--- src/rtl/pe_bus_pkg.sv ---
// -----------------------------------------------------------------------------
// pe_bus_pkg
// Purpose : Shared types for the PE bus master: the transfer FSM state encoding
//           and the default request record queued between the PE and the bus.
// Ports   : none (package).
// Note    : pe_bus_master builds its own request record from its DATA_W/ADDR_W
//           parameters; pe_req_t is the record for the default 32/32 build.
// -----------------------------------------------------------------------------
package pe_bus_pkg;

    localparam int PE_DATA_W = 32;
    localparam int PE_ADDR_W = 32;

    typedef enum logic [1:0] {
        IDLE = 2'd0,
        REQ  = 2'd1,
        XFER = 2'd2,
        RESP = 2'd3
    } state_t;

    typedef struct packed {
        logic                 write;
        logic [PE_ADDR_W-1:0] addr;
        logic [PE_DATA_W-1:0] wdata;
    } pe_req_t;

endpackage

--- src/rtl/pe_req_fifo.sv ---
// -----------------------------------------------------------------------------
// pe_req_fifo
// Purpose : DEPTH-entry request queue holding PE load/store records until the
//           bus transfer for the head entry completes.
// Ports   : clk, reset (sync, active-high)
//           i_push / i_din  : enqueue, ignored while full
//           i_pop           : drop head entry, ignored while empty
//           o_dout          : head entry (valid while !o_empty)
//           o_full, o_empty : occupancy flags
//           o_count         : number of stored entries
// -----------------------------------------------------------------------------
module pe_req_fifo
    import pe_bus_pkg::*;
#(
    parameter type entry_t = pe_req_t,
    parameter int  DEPTH   = 4
) (
    input  logic                       clk,
    input  logic                       reset,
    input  logic                       i_push,
    input  entry_t                     i_din,
    input  logic                       i_pop,
    output entry_t                     o_dout,
    output logic                       o_full,
    output logic                       o_empty,
    output logic [$clog2(DEPTH+1)-1:0] o_count
);

    localparam int PTR_W = $clog2(DEPTH);
    localparam int CNT_W = $clog2(DEPTH+1);

    entry_t             r_mem [DEPTH];
    logic [PTR_W-1:0]   r_wr_ptr;
    logic [PTR_W-1:0]   r_rd_ptr;
    logic [CNT_W-1:0]   r_count;
    logic               w_push;
    logic               w_pop;

    // Full is taken from the registered count, so a pop in the same cycle
    // never frees a slot for a simultaneous push.
    assign o_full  = (r_count == CNT_W'(DEPTH));
    assign o_empty = (r_count == '0);
    assign o_count = r_count;
    assign o_dout  = r_mem[r_rd_ptr];

    assign w_push = i_push && !o_full;
    assign w_pop  = i_pop  && !o_empty;

    // Pointers are PTR_W bits wide and DEPTH is a power of two, so the
    // increment wraps modulo DEPTH on its own.
    always_ff @(posedge clk) begin
        if (reset) begin
            r_wr_ptr <= '0;
            r_rd_ptr <= '0;
            r_count  <= '0;
        end else begin
            if (w_push) r_wr_ptr <= r_wr_ptr + 1'b1;
            if (w_pop)  r_rd_ptr <= r_rd_ptr + 1'b1;
            case ({w_push, w_pop})
                2'b10:   r_count <= r_count + 1'b1;
                2'b01:   r_count <= r_count - 1'b1;
                default: r_count <= r_count;
            endcase
        end
    end

    // NOTE: storage is deliberately not reset; an entry is only read after it
    // has been written, and leaving the array out of reset keeps it a plain RAM.
    always_ff @(posedge clk) begin
        if (w_push) r_mem[r_wr_ptr] <= i_din;
    end

endmodule

--- src/rtl/pe_bus_master.sv ---
// -----------------------------------------------------------------------------
// pe_bus_master
// Purpose : Bus-side interface of one RISC-V PE. Queues PE load/store requests,
//           arbitrates for the shared CGRA bus (bus_request/grant), runs one
//           global-memory transfer at a time and returns a one-cycle response.
// Ports   : clk, reset (sync, active-high)
//           PE request  : req_valid, req_ready, req_write, req_addr, req_wdata
//           Arbiter     : bus_request, grant
//           Memory bus  : mem_address, mem_wdata, mem_read, mem_write,
//                         mem_ack, mem_rdata
//           PE response : rsp_valid, rsp_write, rsp_rdata, rsp_err
//           Status      : pending (queued + in-flight requests)
// Config  : define PE_BUS_TIMEOUT_EN to abort a transfer whose ack has not
//           arrived after TIMEOUT_CYCLES cycles in XFER (response with
//           rsp_err=1). Undefined: XFER waits for ack indefinitely, rsp_err=0.
// -----------------------------------------------------------------------------
module pe_bus_master
    import pe_bus_pkg::*;
#(
    parameter int DATA_W         = 32,
    parameter int ADDR_W         = 32,
    parameter int DEPTH          = 4,
    parameter int TIMEOUT_CYCLES = 255
) (
    input  logic                       clk,
    input  logic                       reset,
    input  logic                       req_valid,
    output logic                       req_ready,
    input  logic                       req_write,
    input  logic [ADDR_W-1:0]          req_addr,
    input  logic [DATA_W-1:0]          req_wdata,
    output logic                       bus_request,
    input  logic                       grant,
    output logic [ADDR_W-1:0]          mem_address,
    output logic [DATA_W-1:0]          mem_wdata,
    output logic                       mem_read,
    output logic                       mem_write,
    input  logic                       mem_ack,
    input  logic [DATA_W-1:0]          mem_rdata,
    output logic                       rsp_valid,
    output logic                       rsp_write,
    output logic [DATA_W-1:0]          rsp_rdata,
    output logic                       rsp_err,
    output logic [$clog2(DEPTH+1)-1:0] pending
);

    typedef struct packed {
        logic              write;
        logic [ADDR_W-1:0] addr;
        logic [DATA_W-1:0] wdata;
    } req_t;

    if (DEPTH < 2 || (DEPTH & (DEPTH - 1)) != 0 || TIMEOUT_CYCLES < 1) begin : g_param_check
        $error("pe_bus_master: DEPTH must be a power of two >= 2, TIMEOUT_CYCLES >= 1");
    end

    state_t            r_state;
    state_t            w_next;
    req_t              w_din;
    req_t              w_head;
    logic              w_full;
    logic              w_empty;
    logic              w_pop;
    logic              w_done;
    logic              w_expired;
    logic              r_rsp_write;
    logic [DATA_W-1:0] r_rsp_rdata;

    assign req_ready = !w_full;
    assign w_din     = '{write: req_write, addr: req_addr, wdata: req_wdata};

    pe_req_fifo #(
        .entry_t (req_t),
        .DEPTH   (DEPTH)
    ) u_fifo (
        .clk     (clk),
        .reset   (reset),
        .i_push  (req_valid),
        .i_din   (w_din),
        .i_pop   (w_pop),
        .o_dout  (w_head),
        .o_full  (w_full),
        .o_empty (w_empty),
        .o_count (pending)
    );

`ifdef PE_BUS_TIMEOUT_EN
    localparam int TMO_W = $clog2(TIMEOUT_CYCLES + 1);

    logic [TMO_W-1:0] r_tmo_cnt;
    logic             r_rsp_err;

    // Held at zero outside XFER, so it is cleared on every entry; in the k-th
    // XFER cycle it reads k-1, hence expiry on the TIMEOUT_CYCLES-th cycle.
    always_ff @(posedge clk) begin
        if (reset || r_state != XFER) r_tmo_cnt <= '0;
        else                          r_tmo_cnt <= r_tmo_cnt + 1'b1;
    end

    assign w_expired = (r_tmo_cnt == TMO_W'(TIMEOUT_CYCLES - 1));

    // An ack arriving together with expiry is a normal completion.
    always_ff @(posedge clk) begin
        if (reset)       r_rsp_err <= 1'b0;
        else if (w_done) r_rsp_err <= !mem_ack;
    end

    assign rsp_err = rsp_valid && r_rsp_err;
`else
    assign w_expired = 1'b0;
    assign rsp_err   = 1'b0;
`endif

    // NOTE: the state register uses <= so every flop samples pre-edge values;
    // all decode sits in the always_comb below with defaults first, so no
    // path through the case statement can leave a latch behind.
    always_ff @(posedge clk) begin
        if (reset) r_state <= IDLE;
        else       r_state <= w_next;
    end

    assign w_done = (r_state == XFER) && (mem_ack || w_expired);

    always_comb begin
        w_next      = r_state;
        bus_request = 1'b0;
        mem_address = '0;
        mem_wdata   = '0;
        mem_read    = 1'b0;
        mem_write   = 1'b0;
        rsp_valid   = 1'b0;
        w_pop       = 1'b0;
        case (r_state)
            IDLE: begin
                if (!w_empty) w_next = REQ;
            end
            REQ: begin
                bus_request = 1'b1;
                if (grant) w_next = XFER;
            end
            XFER: begin
                // Grant may drop here; the transfer runs until ack (or timeout).
                bus_request = 1'b1;
                mem_address = w_head.addr;
                mem_wdata   = w_head.wdata;
                mem_read    = !w_head.write;
                mem_write   = w_head.write;
                if (w_done) begin
                    w_pop  = 1'b1;
                    w_next = RESP;
                end
            end
            RESP: begin
                rsp_valid = 1'b1;
                w_next    = IDLE;
            end
            default: w_next = IDLE;
        endcase
    end

    // Response payload captured at completion; timed-out loads return 0.
    always_ff @(posedge clk) begin
        if (reset) begin
            r_rsp_write <= 1'b0;
            r_rsp_rdata <= '0;
        end else if (w_done) begin
            r_rsp_write <= w_head.write;
            r_rsp_rdata <= (mem_ack && !w_head.write) ? mem_rdata : '0;
        end
    end

    assign rsp_write = rsp_valid && r_rsp_write;
    assign rsp_rdata = rsp_valid ? r_rsp_rdata : '0;

endmodule

--- config.mk ---
export PLATFORM = sky130hd
export DESIGN_NAME = pe_bus_master
export DESIGN_NICKNAME = d
export VERILOG_FILES = /design/src/rtl/pe_bus_pkg.sv /design/src/rtl/pe_req_fifo.sv /design/src/rtl/pe_bus_master.sv
export SDC_FILE = /design/constraint.sdc
export NUM_CORES = 1
export LEC_CHECK = 0
export BUFFER_PORTS_ARGS = -buffer_cell sky130_fd_sc_hd__clkbuf_2
export CORE_MARGIN = 3
export CORE_UTILIZATION = 40
export DETAILED_ROUTE_END_ITERATION = 7
export GPL_TIMING_DRIVEN = 0
export PLACE_DENSITY = 0.65
export RECOVER_POWER = 25
export SLEW_MARGIN = 20
export SYNTH_ARGS = -nofsm -noshare
export SYNTH_HDL_FRONTEND = slang
export SYNTH_SLANG_ARGS = --single-unit
--- constraint.sdc ---
create_clock -name clk -period 4 [get_ports clk]
set_clock_uncertainty 0.05 [all_clocks]
set_input_delay 0.4 -clock clk [delete_from_list [all_inputs] [get_ports clk]]
set_output_delay 0.4 -clock clk [all_outputs]
set_load 0.01 [all_outputs]
# Yosys cells after proc, flatten, opt, wreduce, memory -nomap -nowiden
# Memory sizes are Yosys's and may differ from the RTL's. A register that Yosys moved wholly into a read port is not among the register bits.
# Cells that the tools add are included.
dict set report totals {
  out_inout_bits 106
  regBits 42
  input_bits 102
  memories 1
  ramBits 260
  elab_cells 52
}
dict set report classes {
  reduce_logical 13
  n_addsub 4
  eq_ne 9
  muxes 19
}
# memory words word_bits read_ports rd_ports_with_merged_regs write_ports line
set mem_list {}
lappend mem_list {u_fifo.r_mem 4 65 1 1 1 pe_req_fifo.sv:32} ;# entry_t r_mem [DEPTH];
# operator n
set ops {}
lappend ops {{2-to-1 mux 32 bit} 4}
lappend ops {{2-to-1 mux 2 bit} 5}
lappend ops {{2-to-1 mux 1 bit} 8}
lappend ops {{case mux 2 bit (4 select lines)} 1}
lappend ops {{== test 2 bit (second input constant)} 3}
lappend ops {{!= test 2 bit (second input constant)} 3}
lappend ops {{case mux 3 bit (2 select lines)} 1}
lappend ops {{logical AND 1 bit} 5}
lappend ops {{adder 2 x 1 -> 2 bit (second input constant)} 2}
lappend ops {{== test 2 x 1 -> 1 bit (second input constant)} 2}
lappend ops {{adder 3 x 1 -> 3 bit (second input constant)} 1}
lappend ops {{== test 3 bit (second input constant)} 1}
lappend ops {{zero test 1 bit} 3}
lappend ops {{zero test 3 bit} 1}
lappend ops {{AND reduction 3 bit} 1}
lappend ops {{subtractor 3 x 1 -> 3 bit (second input constant)} 1}
lappend ops {{zero test 2 bit} 1}
lappend ops {{nonzero test 2 bit} 1}
lappend ops {{OR reduction 2 bit} 1}

# Depth between registers and ports, before layout
dict set report depth {
  depth_word 7
  mapped_depth 10
  mapped_depth_nobuf 9
}

# Cells and area by module
# Synthesis repeated with hierarchy kept, for this count alone.
dict set report unflattened {
  cells_unflattened 669
  hier_area_um2 12004.0
}
# module seq_area_each_um2 cells_per_inst instances area_per_inst_um2
set modules_own_cells {}
lappend modules_own_cells {pe_req_fifo 7987.7 393 1 9900.7}
lappend modules_own_cells {pe_bus_master 700.7 276 1 2103.3}

# Least setup slack after synthesis
# No wires, ideal clock.
dict set report synth_path {
  path_type {register to register}
  startpoint {register u_fifo.r_count[0] (netlist: u_fifo.o_count[0])}
  endpoint {memory u_fifo.r_mem[0][0] in the netlist's numbering, enable pin}
  synth_period_minus_slack_ns 2.983
  slack_ns 1.017
  stages_incl_launch_ff 4
  n_path_buf 1
  arrival_ns 2.503
  required_ns 3.520
  setup_time_ns 0.430
  cell_sequence {dfxtp_1 or3b_1 clkbuf_1 and3_1}
}
dict set report synth_via {
  elab_chain_len 5
}
# element line
set synth_lines {}
lappend synth_lines {{from (decl)} pe_req_fifo.sv:35} ;# logic [CNT_W-1:0] r_count;
lappend synth_lines {{from (signal assigned)} pe_req_fifo.sv:60} ;# 2'b10: r_count <= r_count + 1'b1;
lappend synth_lines {{from (signal assigned)} pe_req_fifo.sv:61} ;# 2'b01: r_count <= r_count - 1'b1;
lappend synth_lines {{from (signal assigned)} pe_req_fifo.sv:62} ;# default: r_count <= r_count;
lappend synth_lines {{== test 3 bit} pe_req_fifo.sv:41} ;# assign o_full = (r_count == CNT_W'(DEPTH));
lappend synth_lines {{zero test 1 bit} n/a}
lappend synth_lines {{named net req_ready} pe_bus_master.sv:28} ;# output logic req_ready,
lappend synth_lines {{logical AND 1 bit} pe_req_fifo.sv:46} ;# assign w_push = i_push && !o_full;
lappend synth_lines {{2-to-1 mux 1 bit} pe_req_fifo.sv:70} ;# if (w_push) r_mem[r_wr_ptr] <= i_din;
lappend synth_lines {{2-to-1 mux 1 bit (implied by the code)} pe_req_fifo.sv:70}
lappend synth_lines {{to (decl)} pe_req_fifo.sv:32}
# The timed path passes the listed nets, and every way through them passes these cells.

# Final worst setup path
dict set report layout_path {
  startpoint {register r_state[0]}
  endpoint {output mem_address[18]}
}
dict set report layout_via {
  elab_chain_len 2
}
# element line
set layout_lines {}
lappend layout_lines {{from (decl)} pe_bus_master.sv:57} ;# state_t r_state;
lappend layout_lines {{from (signal assigned)} pe_bus_master.sv:119} ;# else r_state <= w_next;
lappend layout_lines {{== test 2 bit} pe_bus_master.sv:133} ;# case (r_state)
lappend layout_lines {{2-to-1 mux 32 bit} pe_bus_master.sv:133}
lappend layout_lines {{to (decl)} pe_bus_master.sv:34} ;# output logic [ADDR_W-1:0] mem_address,
# Every way passes these cells.

==> summary.md <==
| Metric | Value |
|---|---|
| Status | finished clean |
| Fin util | approximately half |
| Clock buffer count from CTS | 34 |
| Async set or reset register ratio after synthesis | 0% |
| FP Rows | 61 |
| CP max FO | 11 |
| Setup WS pre-CTS | 1058 ps |
| Synth cell count leaders | edfxtp_1, and2_1, mux4_2 |
| Drt total wl | ~24 mm |
| TritonRoute pass-1 iters | 4 |
| CTS Buffer Depth | 3 |
| Clock Pin Slew Worst Setup and Hold Paths | approximately 60 ps |
| Placed insts | about 1200 |
| Overall Power | 7.457 mW |
| Ranking of synthesized cells by area | edfxtp_1, mux4_2, dfxtp_1, and2_1, a22o_1 |
| Routability cong. | 0.7395 |
| Post-route setup slack | 566.1 ps |
| Max-slew headroom | 48.81% |
| Crit path kind | reg -> out |
| Post-synth EDFFs | 260 |
| # port buffers | 205 |
| YS warnings | 0 |
| VDD IR-drop max | 0.3633 mV |
| Crit-path max cell delay | 580 ps |
| Layout cells sized above 1 | 33.56% |
| Die height | 177.0 um |
| Buffer count from post-CTS setup fixing | 0 |
| Critical Path Most Common Cell | clkbuf_1 |
| CTS Hold Bufs | 0 |
| Vias/cell | 4.971 |
| Max-Cap Viols | 0 |
| # fillers | 2343 |
| Remaining Overflow, GRT | 0 |
| Largest net degree at the start of global routing | 43 |
| PwrDens | 521.1 nW/um2 |
| Dpl hpwl | around 16 mm |
| DRC | 0 |
| Multi-input logic area | 2791 um2 |
| Worst skew pair latency | between 400 and 500 ps |
| H-tree Lvls | 2 |
| Hold slack | 75.75 ps |
| Initial antenna violation count | 1 |
| Pleak | 5.077 nW |
| Post_cts resized | 0 |
| Starting density of the core | about 41% |
| Final Critical Period | approximately 3400 ps |
| GRT Util Overall | 15.36% |
| DIE WIDTH | 177.0 um |
| Required time worst endpoint | 3550 ps |
| Critical Path Sink Type | output pin |
| Count leader, synth | edfxtp_1 |
| Worst Setup Start Kind | register |
| Iter 0 DRT Violations | 329 |
| Net Count, Synth | 711 |
| Main flop type after synthesis | edfxtp_1 |
| RSZ-0062 raised after global routing | false |
| Post-route insts no fill | ~1200 |
| Worst min-delay path class | in -> reg |
| Hold Fails Final Rpt | 0 |
| CORE AREA | 28320 um2 |
| Vias in the first global route | 6645 |
| Largest area contributor in the netlist | edfxtp_1 |
| Synth Area per Inst | roughly 20 um2 |
| Slowest cell on crit path | clkbuf_1 |
| Sequential share of the synthesized area | 74.27% |
| Worst-margin pin slew | 767.8 ps |
| Post-synthesis cell count | ~600 |
| Critical path data arrival time | a little under 3000 ps |
| Mapped Area | 11700 um2 |
| #FFs+latches synth | 304 |
| Post-synth top area share | 66.74% |
| Final Cycle Share | 85.85% |
| # IOs | 208 |
| Via count | 6194 |
| Die Area | 31330 um2 |
| First-pass GRT wire length | ~37 mm |
| Fmax | about 0.29 GHz |
| Antenna viol nets, final | 0 |
| Synth cell types | 34 |
| CTS root buffer | clkbuf_16 |
| Clk sinks | 304 |
| CTS tree | built |
| Final nets | 956 |
| Final Setup Violations | 0 |
| Max Slew Vio Count | 0 |
| Crit-path cells | inv_1, ha_1, clkbuf_1, clkbuf_1, clkbuf_1, and2_1, clkbuf_2 |
| Syn-to-layout area delta | 22.33% |
| FF+latch area | 8688 um2 |
| Routed WL per cell | 19.24 um |
==> state kept, by name (all words and copies together), names as in the netlist, named ones only <==
register	flops
u_fifo.r_mem	260
r_rsp_rdata	32
u_fifo.o_count	3
r_state	2
u_fifo.r_rd_ptr	2
u_fifo.r_wr_ptr	2
r_rsp_write	1
==> cell type report <==
cell class	instances	area share, %
Sequential cell	304	60.71
Multi-Input combinational cell	251	19.51
Timing Repair Buffer	209	7.536
Clock buffer	45	6.382
Tap cell	378	3.305
Buffer	35	1.434
Clock inverter	14	0.8743
Inverter	9	0.2361
Antenna cell	1	0.01749
==> critical path, delay by kind of cell (launching register included) <==
kind	cells	cell delay (ps)
adders and majority gates	1	140
DFF	1	340
and+or+nand+nor	1	230
buffers and inverters	5	1770
==> worst paths after layout <==
kind | start | end | slack [ps] | cells after the start
setup / recovery | r_state[0] | mem_address[18] | 570 | 7
hold / removal | req_addr[23] | u_fifo.r_mem[1][55] | 80 | 1
setup reg to reg | r_state[0] | u_fifo.o_count[2] | 1060 | 10
hold reg to reg | r_rsp_write | r_rsp_write | 400 | 2
==> per-layer routing <==
layer	global-route usage [%]	routed length, um
met5	0	20
met4	4.223	496
met3	4.569	1973
met2	25.29	11450
met1	19.98	10030
==> report_power, final <==
part / leakage [nW] / switching [mW] / total (mW) / internal (mW)
Sequential: 2.74 / 0.0471 / 3.64 / 3.59
Combinational: 1.83 / 0.532 / 0.917 / 0.385
Clock: 0.502 / 1.16 / 2.90 / 1.74
==> cell families after synthesis <==
| group | synth area share [%] |
|---|---|
| muxes | 12.60 |
| xor gates and xnor gates | 0.2246 |
| other | 0.03205 |
| and+or+nand+nor | 6.481 |
| DFF | 74.27 |
| AOI/OAI and AO/OA | 3.219 |
| buffers and inverters | 2.043 |
| adders and majority gates | 1.134 |
==> per-stage QoR <==
stage / instance area, um2 / setup TNS, ps
after floorplan: 11700 / 0
after global placement: 13200 / -62970
after detailed placement: 13330 / 0
after CTS: 14370 / 0
after global routing: 14310 / 0
final: 14310 / 0
==> layout by cell type, fill, tap and decap left out, drive strengths merged, types with 2 or more instances in the layout <==
| master | synthesis | final |
|---|---|---|
| a21o | 2 | 2 |
| a21oi | 8 | 8 |
| a22o | 32 | 32 |
| and2 | 98 | 98 |
| and3 | 4 | 4 |
| buf | 19 | 23 |
| bufinv | 0 | 2 |
| clkbuf | 16 | 266 |
| clkinv | 0 | 9 |
| clkinvlp | 0 | 2 |
| dfxtp | 44 | 44 |
| edfxtp | 260 | 260 |
| ha | 9 | 9 |
| inv | 9 | 10 |
| mux4 | 65 | 65 |
| nand2 | 3 | 3 |
| nand2b | 4 | 4 |
| nand3 | 3 | 3 |
| nor2 | 7 | 7 |
| nor3 | 2 | 2 |
| xor2 | 2 | 2 |
Power figures use the tool's default switching activity.
